`src/rtl/pl_mem_pkg.sv`:
```
// Shared definitions for the pipeline memory-stage controller: op encodings,
// FSM states, IO region bit and small address helpers.
package pl_mem_pkg;

  typedef enum logic [3:0] {
    OP_NOP = 4'd0,
    OP_LW  = 4'd1,
    OP_LH  = 4'd2,
    OP_LHU = 4'd3,
    OP_LB  = 4'd4,
    OP_LBU = 4'd5,
    OP_SW  = 4'd6,
    OP_SH  = 4'd7,
    OP_SB  = 4'd8
  } mem_op_e;

  typedef enum logic {
    ST_IDLE   = 1'b0,
    ST_RMW_WR = 1'b1
  } state_e;

  localparam int IO_BIT = 7;

  function automatic logic is_misaligned(input logic [3:0] op, input logic [1:0] off);
    case (op)
      OP_LW, OP_SW:         return off != 2'b00;
      OP_LH, OP_LHU, OP_SH: return off[0];
      default:              return 1'b0;
    endcase
  endfunction

  // Clears only the low address bits that a word/half access is not allowed to carry.
  function automatic logic [1:0] force_align(input logic [3:0] op, input logic [1:0] off);
    case (op)
      OP_LW, OP_SW:         return 2'b00;
      OP_LH, OP_LHU, OP_SH: return {off[1], 1'b0};
      default:              return off;
    endcase
  endfunction

endpackage

```
`src/rtl/pl_mem_ctrl_if.sv`:
```
// Pipeline-side and memory-side signals of the memory-stage controller.
interface pl_mem_ctrl_if;
  logic [3:0]  ex_op;
  logic [31:0] ex_addr;
  logic [31:0] ex_data;
  logic        mem_we;
  logic [31:0] mem_addr;
  logic [31:0] mem_datain;
  logic [31:0] mem_dataout;
  logic        stall;
  logic        wb_load;
  logic [31:0] wb_data;
  logic        misalign_err;

  modport master (
    output ex_op, ex_addr, ex_data, mem_dataout,
    input  mem_we, mem_addr, mem_datain, stall, wb_load, wb_data, misalign_err
  );

  modport slave (
    input  ex_op, ex_addr, ex_data, mem_dataout,
    output mem_we, mem_addr, mem_datain, stall, wb_load, wb_data, misalign_err
  );
endinterface

```
`src/rtl/pl_mem_align.sv`:
```
// Combinational lane logic: load extraction with sign/zero extension, byte/half
// merge into a read word, and zero-extended IO store data.
module pl_mem_align
  import pl_mem_pkg::*;
(
  input  logic [3:0]  i_op,
  input  logic [1:0]  i_off,
  input  logic [31:0] i_rdata,
  input  logic [31:0] i_sdata,
  output logic [31:0] o_load,
  output logic [31:0] o_merge,
  output logic [31:0] o_io
);
  logic [7:0]  w_byte;
  logic [15:0] w_half;

  assign w_byte = i_rdata[{i_off, 3'b000} +: 8];
  assign w_half = i_rdata[{i_off[1], 4'b0000} +: 16];

  always_comb begin
    o_load = '0;
    case (i_op)
      OP_LW:   o_load = i_rdata;
      OP_LH:   o_load = {{16{w_half[15]}}, w_half};
      OP_LHU:  o_load = {16'h0000, w_half};
      OP_LB:   o_load = {{24{w_byte[7]}}, w_byte};
      OP_LBU:  o_load = {24'h000000, w_byte};
      default: o_load = '0;
    endcase
  end

  always_comb begin
    o_merge = i_rdata;
    o_io    = i_sdata;
    case (i_op)
      OP_SH: begin
        o_merge[{i_off[1], 4'b0000} +: 16] = i_sdata[15:0];
        o_io = {16'h0000, i_sdata[15:0]};
      end
      OP_SB: begin
        o_merge[{i_off, 3'b000} +: 8] = i_sdata[7:0];
        o_io = {24'h000000, i_sdata[7:0]};
      end
      default: ;
    endcase
  end
endmodule

```
`src/rtl/pl_mem_ctrl.sv`:
```
// Memory-stage controller: word-addressed loads/stores with read-modify-write
// for sub-word stores to memory space. Option: PL_MEM_CTRL_ALIGN_CHK_EN.
module pl_mem_ctrl
  import pl_mem_pkg::*;
(
  input  logic         clock,
  input  logic         resetn,
  pl_mem_ctrl_if.slave bus
);
  state_e      r_state, w_state_nxt;
  logic        r_wb_load;
  logic [31:0] r_wb_data;
  logic [31:0] r_merge;
  logic [29:0] r_rmw_word;

  logic [3:0]  w_op;
  logic [1:0]  w_off;
  logic        w_suppress;
  logic        w_io;
  logic        w_we, w_stall, w_ld, w_rmw_start;
  logic [31:0] w_addr, w_wdata, w_load, w_merge, w_io_data;

  assign w_op = bus.ex_op;
  assign w_io = bus.ex_addr[IO_BIT];

`ifdef PL_MEM_CTRL_ALIGN_CHK_EN
  logic r_misalign;
  assign w_suppress = is_misaligned(w_op, bus.ex_addr[1:0]);
  assign w_off      = bus.ex_addr[1:0];
`else
  assign w_suppress = 1'b0;
  assign w_off      = force_align(w_op, bus.ex_addr[1:0]);
`endif

  pl_mem_align u_align (
    .i_op    (w_op),
    .i_off   (w_off),
    .i_rdata (bus.mem_dataout),
    .i_sdata (bus.ex_data),
    .o_load  (w_load),
    .o_merge (w_merge),
    .o_io    (w_io_data)
  );

  always_comb begin
    w_state_nxt = r_state;
    w_we        = 1'b0;
    w_stall     = 1'b0;
    w_ld        = 1'b0;
    w_rmw_start = 1'b0;
    w_addr      = {bus.ex_addr[31:2], 2'b00};
    w_wdata     = bus.ex_data;
    case (r_state)
      ST_IDLE: begin
        if (!w_suppress) begin
          case (w_op)
            OP_LW, OP_LH, OP_LHU, OP_LB, OP_LBU: w_ld = 1'b1;
            OP_SW: w_we = 1'b1;
            OP_SH, OP_SB: begin
              if (w_io) begin
                w_we    = 1'b1;
                w_wdata = w_io_data;
              end else begin
                w_stall     = 1'b1;
                w_rmw_start = 1'b1;
                w_state_nxt = ST_RMW_WR;
              end
            end
            default: ;
          endcase
        end
      end
      ST_RMW_WR: begin
        w_we        = 1'b1;
        w_addr      = {r_rmw_word, 2'b00};
        w_wdata     = r_merge;
        w_state_nxt = ST_IDLE;
      end
      default: w_state_nxt = ST_IDLE;
    endcase
    // Held in reset: never write, never ask upstream to hold.
    if (!resetn) begin
      w_we    = 1'b0;
      w_stall = 1'b0;
    end
  end

  always_ff @(posedge clock or negedge resetn) begin
    if (!resetn) begin
      r_state   <= ST_IDLE;
      r_wb_load <= 1'b0;
      r_wb_data <= '0;
      r_merge   <= '0;
    end else begin
      r_state   <= w_state_nxt;
      r_wb_load <= w_ld;
      if (w_ld)        r_wb_data <= w_load;
      if (w_rmw_start) r_merge   <= w_merge;
    end
  end

  always_ff @(posedge clock) begin
    if (w_rmw_start) r_rmw_word <= bus.ex_addr[31:2];
  end

`ifdef PL_MEM_CTRL_ALIGN_CHK_EN
  always_ff @(posedge clock or negedge resetn) begin
    if (!resetn) r_misalign <= 1'b0;
    else         r_misalign <= w_suppress && (r_state == ST_IDLE);
  end
  assign bus.misalign_err = r_misalign;
`else
  assign bus.misalign_err = 1'b0;
`endif

  assign bus.mem_we     = w_we;
  assign bus.mem_addr   = w_addr;
  assign bus.mem_datain = w_wdata;
  assign bus.stall      = w_stall;
  assign bus.wb_load    = r_wb_load;
  assign bus.wb_data    = r_wb_data;
endmodule

```
`src/flat_wrapper.sv`:
```
// flat-port wrapper written by rule: the top's interface ports become plain ports
module pl_mem_ctrl_flat import pl_mem_pkg::*;
  (clock, resetn, bus_ex_op, bus_ex_addr, bus_ex_data, bus_mem_dataout, bus_mem_we, bus_mem_addr, bus_mem_datain, bus_stall, bus_wb_load, bus_wb_data, bus_misalign_err);
  pl_mem_ctrl_if bus_i ();
  input  logic clock;
  input  logic resetn;
  input wire logic [$bits(bus_i.ex_op)-1:0] bus_ex_op;
  input wire logic [$bits(bus_i.ex_addr)-1:0] bus_ex_addr;
  input wire logic [$bits(bus_i.ex_data)-1:0] bus_ex_data;
  input wire logic [$bits(bus_i.mem_dataout)-1:0] bus_mem_dataout;
  output wire logic [$bits(bus_i.mem_we)-1:0] bus_mem_we;
  output wire logic [$bits(bus_i.mem_addr)-1:0] bus_mem_addr;
  output wire logic [$bits(bus_i.mem_datain)-1:0] bus_mem_datain;
  output wire logic [$bits(bus_i.stall)-1:0] bus_stall;
  output wire logic [$bits(bus_i.wb_load)-1:0] bus_wb_load;
  output wire logic [$bits(bus_i.wb_data)-1:0] bus_wb_data;
  output wire logic [$bits(bus_i.misalign_err)-1:0] bus_misalign_err;
  assign bus_i.ex_op = bus_ex_op;
  assign bus_i.ex_addr = bus_ex_addr;
  assign bus_i.ex_data = bus_ex_data;
  assign bus_i.mem_dataout = bus_mem_dataout;
  assign bus_mem_we = bus_i.mem_we;
  assign bus_mem_addr = bus_i.mem_addr;
  assign bus_mem_datain = bus_i.mem_datain;
  assign bus_stall = bus_i.stall;
  assign bus_wb_load = bus_i.wb_load;
  assign bus_wb_data = bus_i.wb_data;
  assign bus_misalign_err = bus_i.misalign_err;
  pl_mem_ctrl u_core (.clock(clock), .resetn(resetn), .bus(bus_i));
endmodule
```
`config.mk`:
```
export PLATFORM = sky130hd
export DESIGN_NAME = pl_mem_ctrl_flat
export DESIGN_NICKNAME = d
export VERILOG_FILES = /design/src/rtl/pl_mem_pkg.sv /design/src/rtl/pl_mem_ctrl_if.sv /design/src/rtl/pl_mem_align.sv /design/src/rtl/pl_mem_ctrl.sv /design/src/flat_wrapper.sv
export SDC_FILE = /design/constraint.sdc
export NUM_CORES = 1
export LEC_CHECK = 0
export CORE_MARGIN = 2
export CORE_UTILIZATION = 60
export CTS_CLUSTER_DIAMETER = 60
export DETAILED_ROUTE_END_ITERATION = 10
export DONT_BUFFER_PORTS = 1
export HOLD_SLACK_MARGIN = 0.03
export PLACE_DENSITY = 0.86
export SLEW_MARGIN = 25
export SYNTH_ARGS = -nofsm -noshare
export SYNTH_HDL_FRONTEND = slang
export SYNTH_HIERARCHICAL = 1
export SYNTH_SLANG_ARGS = --single-unit
```
`constraint.sdc`:
```
create_clock -name clock -period 7.55 [get_ports clock]
set_clock_uncertainty 0.2 [all_clocks]
set_input_delay 1.51 -clock clock [delete_from_list [all_inputs] [get_ports clock]]
set_output_delay 1.51 -clock clock [all_outputs]
set_load 0.01 [all_outputs]
```
==> metrics.cfg, run 1 <==
[status]
outcome = finished clean

[final_layout]
drive_above_1_share_pct = 18.6
nNetsFinal = 668
area_growth_pct = 1.90
post-route-util_pct = 62.8
instances_no_fill = 702
seqCellArea_um2 = 2550
n_fill_cell = 816
fin_area_um2 = 6450
antenna_cells = 0
multi_input_area_um2 = 3450

[sta]
worst_pin_slew_ns = 0.961
hold_violations = 0
report.final.slew_viol_count = 0
setup_violations = 0
setup_tns_ns = 0
post-route-period-util_pct = 63.2
rsz0062_at_grt = no
relSlewSlack_pct = 35.5
whs_ns = 0.299
finalWorstSetupSlack_ns = 2.78
fmax_mhz = 210
period_minus_slack_ns = 4.77

[cts]
cts_hold_buffers = 0
clk-insertion-delay-late_ns = 0.36
cts_tree = yes
clkTransAtPathRegs_ns = 0.09
cts_root_buf = clkbuf_8
cts_max_level = 3
numCtsBuffers = 9
cts-resized-gates = 0
cts_setup_buffers = 0
clockBufferDepth = 2
cts_sinks = 96

[critical_path]
regToRegEndpoint = u_core/r_merge[31]
critical_path_buf_inv_count = 0
crit_path_max_incr_delay_ns = 1.05
r2r_cells = 4
cp.required_ns = 5.84
cp.depth = 3
r2r_slack_ns = 4.85
startpoint_type = input port
rr_startpoint = u_core/r_state
cp-end-kind = output pin
worst-setup-path-type = in -> out
critPathArrivalTime_ns = 3.06
path_delay_family = simple AND/OR/NAND/NOR gates
critPathSlowestCell = or4b_2
path_max_fanout = 33
path_cells = or4b_2 > nand4b_1 > nand3_1

[synthesis]
yosys_warnings = 6
synth_cells = 607
netlist_area_um2 = 6330
ys_ff_latch = 96
yosys_most_used_dff = dfrtp_1
synth_edf_count = 30
synth.avg_cell_area_um2 = 10.4
async_reset_ff_share_pct = 68.8
ys_seq_area_share_pct = 40.3
ys_types = 48

[drt]
dr.pass1.iters = 6
detail-route-antenna-nets = 0
wire_per_inst_um = 25.7
drc_errors = 0
avgViaCountPerCell = 7.23
drt_wl_total_um = 18000
num_vias = 5073
drt_iter0_markers = 876

[global_route]
grt_pass1_wl_um = 26900
overflow = 0
grt_max_degree = 80
antenna_found_initial = 0
grt_pass1_vias = 4750
grt_util_all_layers_pct = 30.4

[job]
max_cap_violations = 0

[power_and_ir_drop]
peakVddDrop_mv = 0.138
leakage_nw = 2.68
fin_total_pwr_mw = 1.23
power.density_nw_per_um2 = 190

[hold_path]
min_path_type = reg -> reg
hold_path_depth = 1
min_from = u_core/r_merge[17]
hold_path_end = u_core/r_merge[17]

[place]
gp_congestion = 0.881
hpwlAfterDp_um = 12600
io_buffers = 0
placement.cell_area_um2 = 6240
place_ws_ns = 2.63
place_inst = 686

[floorplanning]
core_area_um2 = 10300
die_w_um = 107
die_h_um = 107
num_rows = 37
start_util_pct = 61.6
ios = 202
die-area_um2 = 11400

[worst max path at each step]
stage                              end          from
detailed placement  bus_mem_datain[26]  bus_ex_op[1]
floorplan                    bus_stall  bus_ex_op[1]
finish               bus_mem_datain[7]  bus_ex_op[1]
global route         bus_mem_datain[7]  bus_ex_op[1]
CTS                 bus_mem_datain[26]  bus_ex_op[1]
global placement    bus_mem_datain[13]  bus_ex_op[1]
[placed cells by master, fill, tap and decap left out, types with 2 or more instances in the layout]
master,count
nand2_1,70
mux2_2,66
dfrtp_1,65
a22oi_1,51
nand4b_1,35
nand3_1,34
o211ai_1,32
edfxtp_1,30
mux2_1,28
and3_1,17
a22o_1,16
a221o_1,13
clkbuf_8,9
and2_1,9
nor2_1,8
a21oi_1,7
buf_4,7
mux2i_1,7
inv_1,6
ha_1,5
nor3b_1,3
o21a_1,3
a21o_1,3
nor2_2,3
nand2b_1,3
conb_1,3
inv_6,2
clkinvlp_4,2
nor3_1,2
nor3_2,2
nor4_4,2
nand3b_1,2
[worst reg2reg max path, delay by kind of cell (launching register included)]
family	cells	cell delay (ns)
muxes	1	0.42
and+or+nand+nor	1	0.49
AOI/OAI and AO/OA	1	0.27
buffers and inverters	1	0.66
DFF	1	0.55
[cell usage after synthesis (9+ instances only)]
cell type	count	area [µm²]
dfrtp_1	66	1650
and2_1	9	56.3
edfxtp_1	30	901
and3_1	17	106
nor2_1	9	33.8
a221o_1	13	130
buf_4	11	82.6
a22oi_1	51	383
clkbuf_1	41	154
nand4b_1	35	307
mux2_2	66	743
nand2_1	70	263
mux2_1	28	315
nand3_1	34	170
a22o_1	16	140
o211ai_1	32	240
[kinds of logic after synthesis]
logic type | Yosys count | synth area share, %
simple gates | 198 | 18.3
compound gates | 133 | 16.6
mux | 102 | 18.2
flops | 96 | 40.3
buf+inv | 72 | 5.63
fa+ha+maj | 5 | 0.988
other cells | 1 | 0.0592
[area by class of cell]
class	instances	share of cell area, %
inverters	6	0.349
flip-flops and latches	96	39.6
repair buffers	7	0.814
clock inverters	6	1.14
well taps	136	2.64
multi-input cells	441	53.5
clock buffers	10	1.98
[per-layer routing]
layer / part of all wire [%] / track usage [%]
met5: 0 / 0
met4: 2.6 / 8.53
met3: 14 / 10.4
met2: 46 / 47.4
met1: 38 / 40.5
[registers in the layout (all words and copies together), names as in the netlist]
signal and flops:
u_core/r_state 1, u_core/r_merge 32, u_core/bus.wb_load 1, u_core/r_rmw_word 30
u_core/bus.wb_data 32
[power breakdown]
| group | switching (mW) | internal [mW] | leakage [nW] |
|---|---|---|---|
| combinational | 0.114 | 0.104 | 1.47 |
| clock | 0.190 | 0.158 | 0.0954 |
| sequential | 0.0552 | 0.607 | 1.12 |
(Power assumes the default switching activity.)
==> run 2, diff against run 1 <==
CORE_UTILIZATION = 58   (was 60)
clock period = 4 ns   (was 7.55 ns; I/O delays follow)
==> run 2 against run 1 <==
Sequential power increased by 90%. Total power increased by 84%. Worst hold slack got worse by 0.21 ns. Global-route usage decreased by 0.27 points.
==> metrics.cfg, run 2 (synthesis gave the netlist of run 1 again) <==
[place]
io_buffers = 0
gp_congestion = 0.922
hpwlAfterDp_um = 13000

[floorplanning]
num_rows = 38
start_util_pct = 59.0
ios = 202
die_w_um = 109
die-area_um2 = 11800
core_area_um2 = 10700
die_h_um = 109

[cts]
cts_sinks = 96
clockBufferDepth = 2
numCtsBuffers = 9
cts_root_buf = clkbuf_8
clk-insertion-delay-late_ns = 0.36
cts_tree = yes
cts_max_level = 3
cts-resized-gates = 0
clkTransAtPathRegs_ns = 0.09

[critical_path]
critPathArrivalTime_ns = 2.42
startpoint_type = input port
worst-setup-path-type = in -> out
cp-end-kind = output pin
cp.required_ns = 3.00
path_max_fanout = 23

[sta]
report.final.slew_viol_count = 0
relSlewSlack_pct = 32.8
worst_pin_slew_ns = 1.00
fmax_mhz = 292
setup_tns_ns = 0
period_minus_slack_ns = 3.42
hold_violations = 0
setup_violations = 0
post-route-period-util_pct = 85.5
rsz0062_at_grt = no

[final_layout]
post-route-util_pct = 60.4
final_cell_mix = nand2_1 (70), mux2_2 (66), dfrtp_1 (65)
drive_above_1_share_pct = 18.8
area_growth_pct = 2.43
antenna_cells = 0
nNetsFinal = 675
layout_commonest_cell = nand2_1

[status]
outcome = finished clean

[global_route]
antenna_found_initial = 0
grt_pass1_vias = 4737
grt_util_all_layers_pct = 30.1
grt_max_degree = 76
grt_pass1_wl_um = 26700
overflow = 0

[hold_path]
min_path_type = in -> async

[drt]
drt_iter0_markers = 684
avgViaCountPerCell = 7.14
num_vias = 5091
drc_errors = 0
dr.pass1.iters = 5
wire_per_inst_um = 25.5
detail-route-antenna-nets = 0
drt_wl_total_um = 18200

[power_and_ir_drop]
power.density_nw_per_um2 = 348
peakVddDrop_mv = 0.213
leakage_nw = 2.71

[job]
max_cap_violations = 0

==> run 2: cell count changes in the layout (fill, tap and decap cells not counted), sizes merged <==
cell	before	now
bufinv	1	0
clkbuf	10	13
buf	7	14
clkinv	0	3
clkinvlp	2	0
inv	9	6
==> run 2: final timing paths <==
path	from	end	cells after the start	slack, ns
max	bus_ex_op[1]	bus_mem_datain[14]	4	0.58
min	resetn	u_core/r_state	1	0.09
max reg2reg	u_core/r_state	u_core/r_merge[0]	5	1.22
min reg2reg	u_core/r_merge[14]	u_core/r_merge[14]	1	0.30
max in group asynchronous	resetn	u_core/bus.wb_data[27]	1	3.19
min in group clock	u_core/r_merge[14]	u_core/r_merge[14]	1	0.30
==> run 2: report_power, final <==
| group | internal (mW) | total (mW) | switching [mW] |
|---|---|---|---|
| Sequential | 1.15 | 1.26 | 0.114 |
| Clock | 0.243 | 0.570 | 0.327 |
| Combinational | 0.201 | 0.428 | 0.227 |
==> run 2: through the flow <==
stage	setup WS (ns)	power (mW)	cell area (µm²)	std cells	hold WS (ns)
6_report	0.580	2.26	6490	713	0.0858
5_1_grt	0.533	2.36	6490	713	0.113
4_1_cts	0.616	2.26	6490	713	0.101
3_5_place_dp	0.556	1.68	6290	696	0.278
3_3_place_gp	0.662	1.66	6290	696	0.271
2_1_floorplan	0.577	1.59	6340	609	0.259
==> run 2: critical path: stages <==
cell	delay, ns
or4b_1	0.96
buf_4	0.37
nand4b_1	0.11
nand3_1	0.17
==> run 2: metal layers <==
metal	global-route usage (%)	share of wire, %
met3	9.83	12
met5	0	0
met4	10.1	1.8
met1	40.6	39
met2	45.9	46
==> run 2: final cells by class <==
cell class / count / area, µm²
flip-flops and latches: 96 / 2550
fillers: 894 / 4260
multi-input cells: 441 / 3440
inverters: 6 / 22.5
clock inverters: 3 / 18.8
well taps: 140 / 175
clock buffers: 13 / 149
repair buffers: 14 / 125
==> run 2: timing repair <==
action,CTS,global route
buffers inserted,0,0
setup endpoints to repair,0,0
hold buffers,1,0
hold endpoints to repair,66,0
==> run 3, diff against run 2 <==
CORE_UTILIZATION = 60   (was 58)
clock period = 3.5 ns   (was 4 ns; I/O delays follow)
==> run 3 against run 2 <==
Register-to-register slack about the same. Cell count up 0.14%. Clock power up 20%. Global-route usage up 1.6 points. Sequential share of layout area down 0.34 points.
==> metrics.cfg, run 3 (synthesis gave the netlist of run 1 again) <==
[status]
outcome = finished clean

[power_and_ir_drop]
leakage_nw = 2.74
power.density_nw_per_um2 = 400
peakVddDrop_mv = 0.298
fin_total_pwr_mw = 2.62

[job]
max_cap_violations = 0

[final_layout]
nNetsFinal = 679
layout_commonest_cell = nand2_1
instances_no_fill = 714
area_growth_pct = 3.32
drive_above_1_share_pct = 19.6
final_cell_mix = nand2_1 (70), mux2_2 (66), dfrtp_1 (65)
fin_area_um2 = 6550

[critical_path]
worst-setup-path-type = in -> out
r2r_slack_ns = 1.23
path_max_fanout = 23
cp.required_ns = 2.60
r2r_cells = 5
regToRegEndpoint = u_core/r_merge[2]
startpoint_type = input port
critPathArrivalTime_ns = 2.18
rr_startpoint = u_core/r_state
cp-end-kind = output pin

[cts]
clk-insertion-delay-late_ns = 0.36
clockBufferDepth = 2
numCtsBuffers = 9
cts_root_buf = clkbuf_8
cts_tree = yes
clkTransAtPathRegs_ns = 0.10
cts_sinks = 96
cts_max_level = 3

[drt]
wire_per_inst_um = 26.1
avgViaCountPerCell = 7.29
dr.pass1.iters = 6
drc_errors = 0
detail-route-antenna-nets = 0
drt_iter0_markers = 946
drt_wl_total_um = 18600
num_vias = 5206

[sta]
report.final.slew_viol_count = 0
setup_tns_ns = 0
period_minus_slack_ns = 3.08
finalWorstSetupSlack_ns = 0.423
worst_pin_slew_ns = 1.01
post-route-period-util_pct = 87.9
relSlewSlack_pct = 32.5
fmax_mhz = 325
rsz0062_at_grt = no
hold_violations = 0
setup_violations = 0

[hold_path]
min_path_type = in -> reg
min_from = bus_ex_addr[3]
hold_path_end = u_core/r_rmw_word[1]
hold_path_depth = 0

[place]
place_ws_ns = 0.250
hpwlAfterDp_um = 13100
gp_congestion = 0.913
place_inst = 695
io_buffers = 0
placement.cell_area_um2 = 6320

[floorplanning]
num_rows = 37
start_util_pct = 61.6
core_area_um2 = 10300
die_w_um = 107
die-area_um2 = 11400
ios = 202
die_h_um = 107

[global_route]
grt_pass1_wl_um = 28000
antenna_found_initial = 1
grt_pass1_vias = 4908
grt_max_degree = 75
grt_util_all_layers_pct = 31.7
overflow = 0

## run 3: worst max-delay path, cell delays in order
cell and delay, ns:
or4b_1 0.83, buf_4 0.32, nand4b_1 0.13, nand3_1 0.19
## run 3: how the worst max path moves through the flow
stage | to | depth (start not counted) | from | slack (ns)
2_1_floorplan | u_core/r_merge[23] | 12 | bus_ex_op[2] | 0.18
3_5_place_dp | u_core/r_merge[18] | 10 | bus_ex_op[2] | 0.25
3_3_place_gp | u_core/r_merge[18] | 10 | bus_ex_op[2] | 0.42
4_1_cts | bus_mem_datain[10] | 4 | bus_ex_op[1] | 0.45
6_report | bus_mem_datain[4] | 4 | bus_ex_op[1] | 0.42
5_1_grt | bus_mem_datain[0] | 3 | u_core/r_state | 0.27
## run 3: layout make-up
type                            instances  area [µm²]
Clock buffer                           10         128
Inverter                                6        22.5
Antenna cell                            1        2.50
Clock inverter                          6        53.8
Sequential cell                        96        2550
Fill cell                             794        3730
Tap cell                              136         170
Timing Repair Buffer                   18         170
Multi-Input combinational cell        441        3440
## run 3: metrics by stage
| stage | hold slack, ns | utilization [%] |
|---|---|---|
| floorplan | 0.204 | - |
| global placement | 0.206 | 61.5 |
| detailed placement | 0.206 | 61.5 |
| CTS | 0.211 | 63.7 |
| global route | 0.198 | 63.7 |
| finish | 0.217 | 63.7 |
## run 3: routing by layer
| layer | vias up | track usage [%] | wire (µm) |
|---|---|---|---|
| met5 | - | 0 | 0 |
| met3 | 49 | 11.3 | 2250 |
| met4 | 0 | 11.0 | 538 |
| met2 | 351 | 49.5 | 8780 |
| met1 | 2564 | 40.9 | 7020 |
| li1 | 2242 | - | - |
## run 3: power by group
| part | total, mW | internal (mW) | switching (mW) |
|---|---|---|---|
| Clock | 0.685 | 0.270 | 0.415 |
| Sequential | 1.43 | 1.31 | 0.124 |
| Combinational | 0.500 | 0.234 | 0.266 |
## run 3: timing repair
item,CTS,global route
setup buffers,0,0
resized for setup,0,0
hold buffers,2,0
hold endpoints to repair,66,0
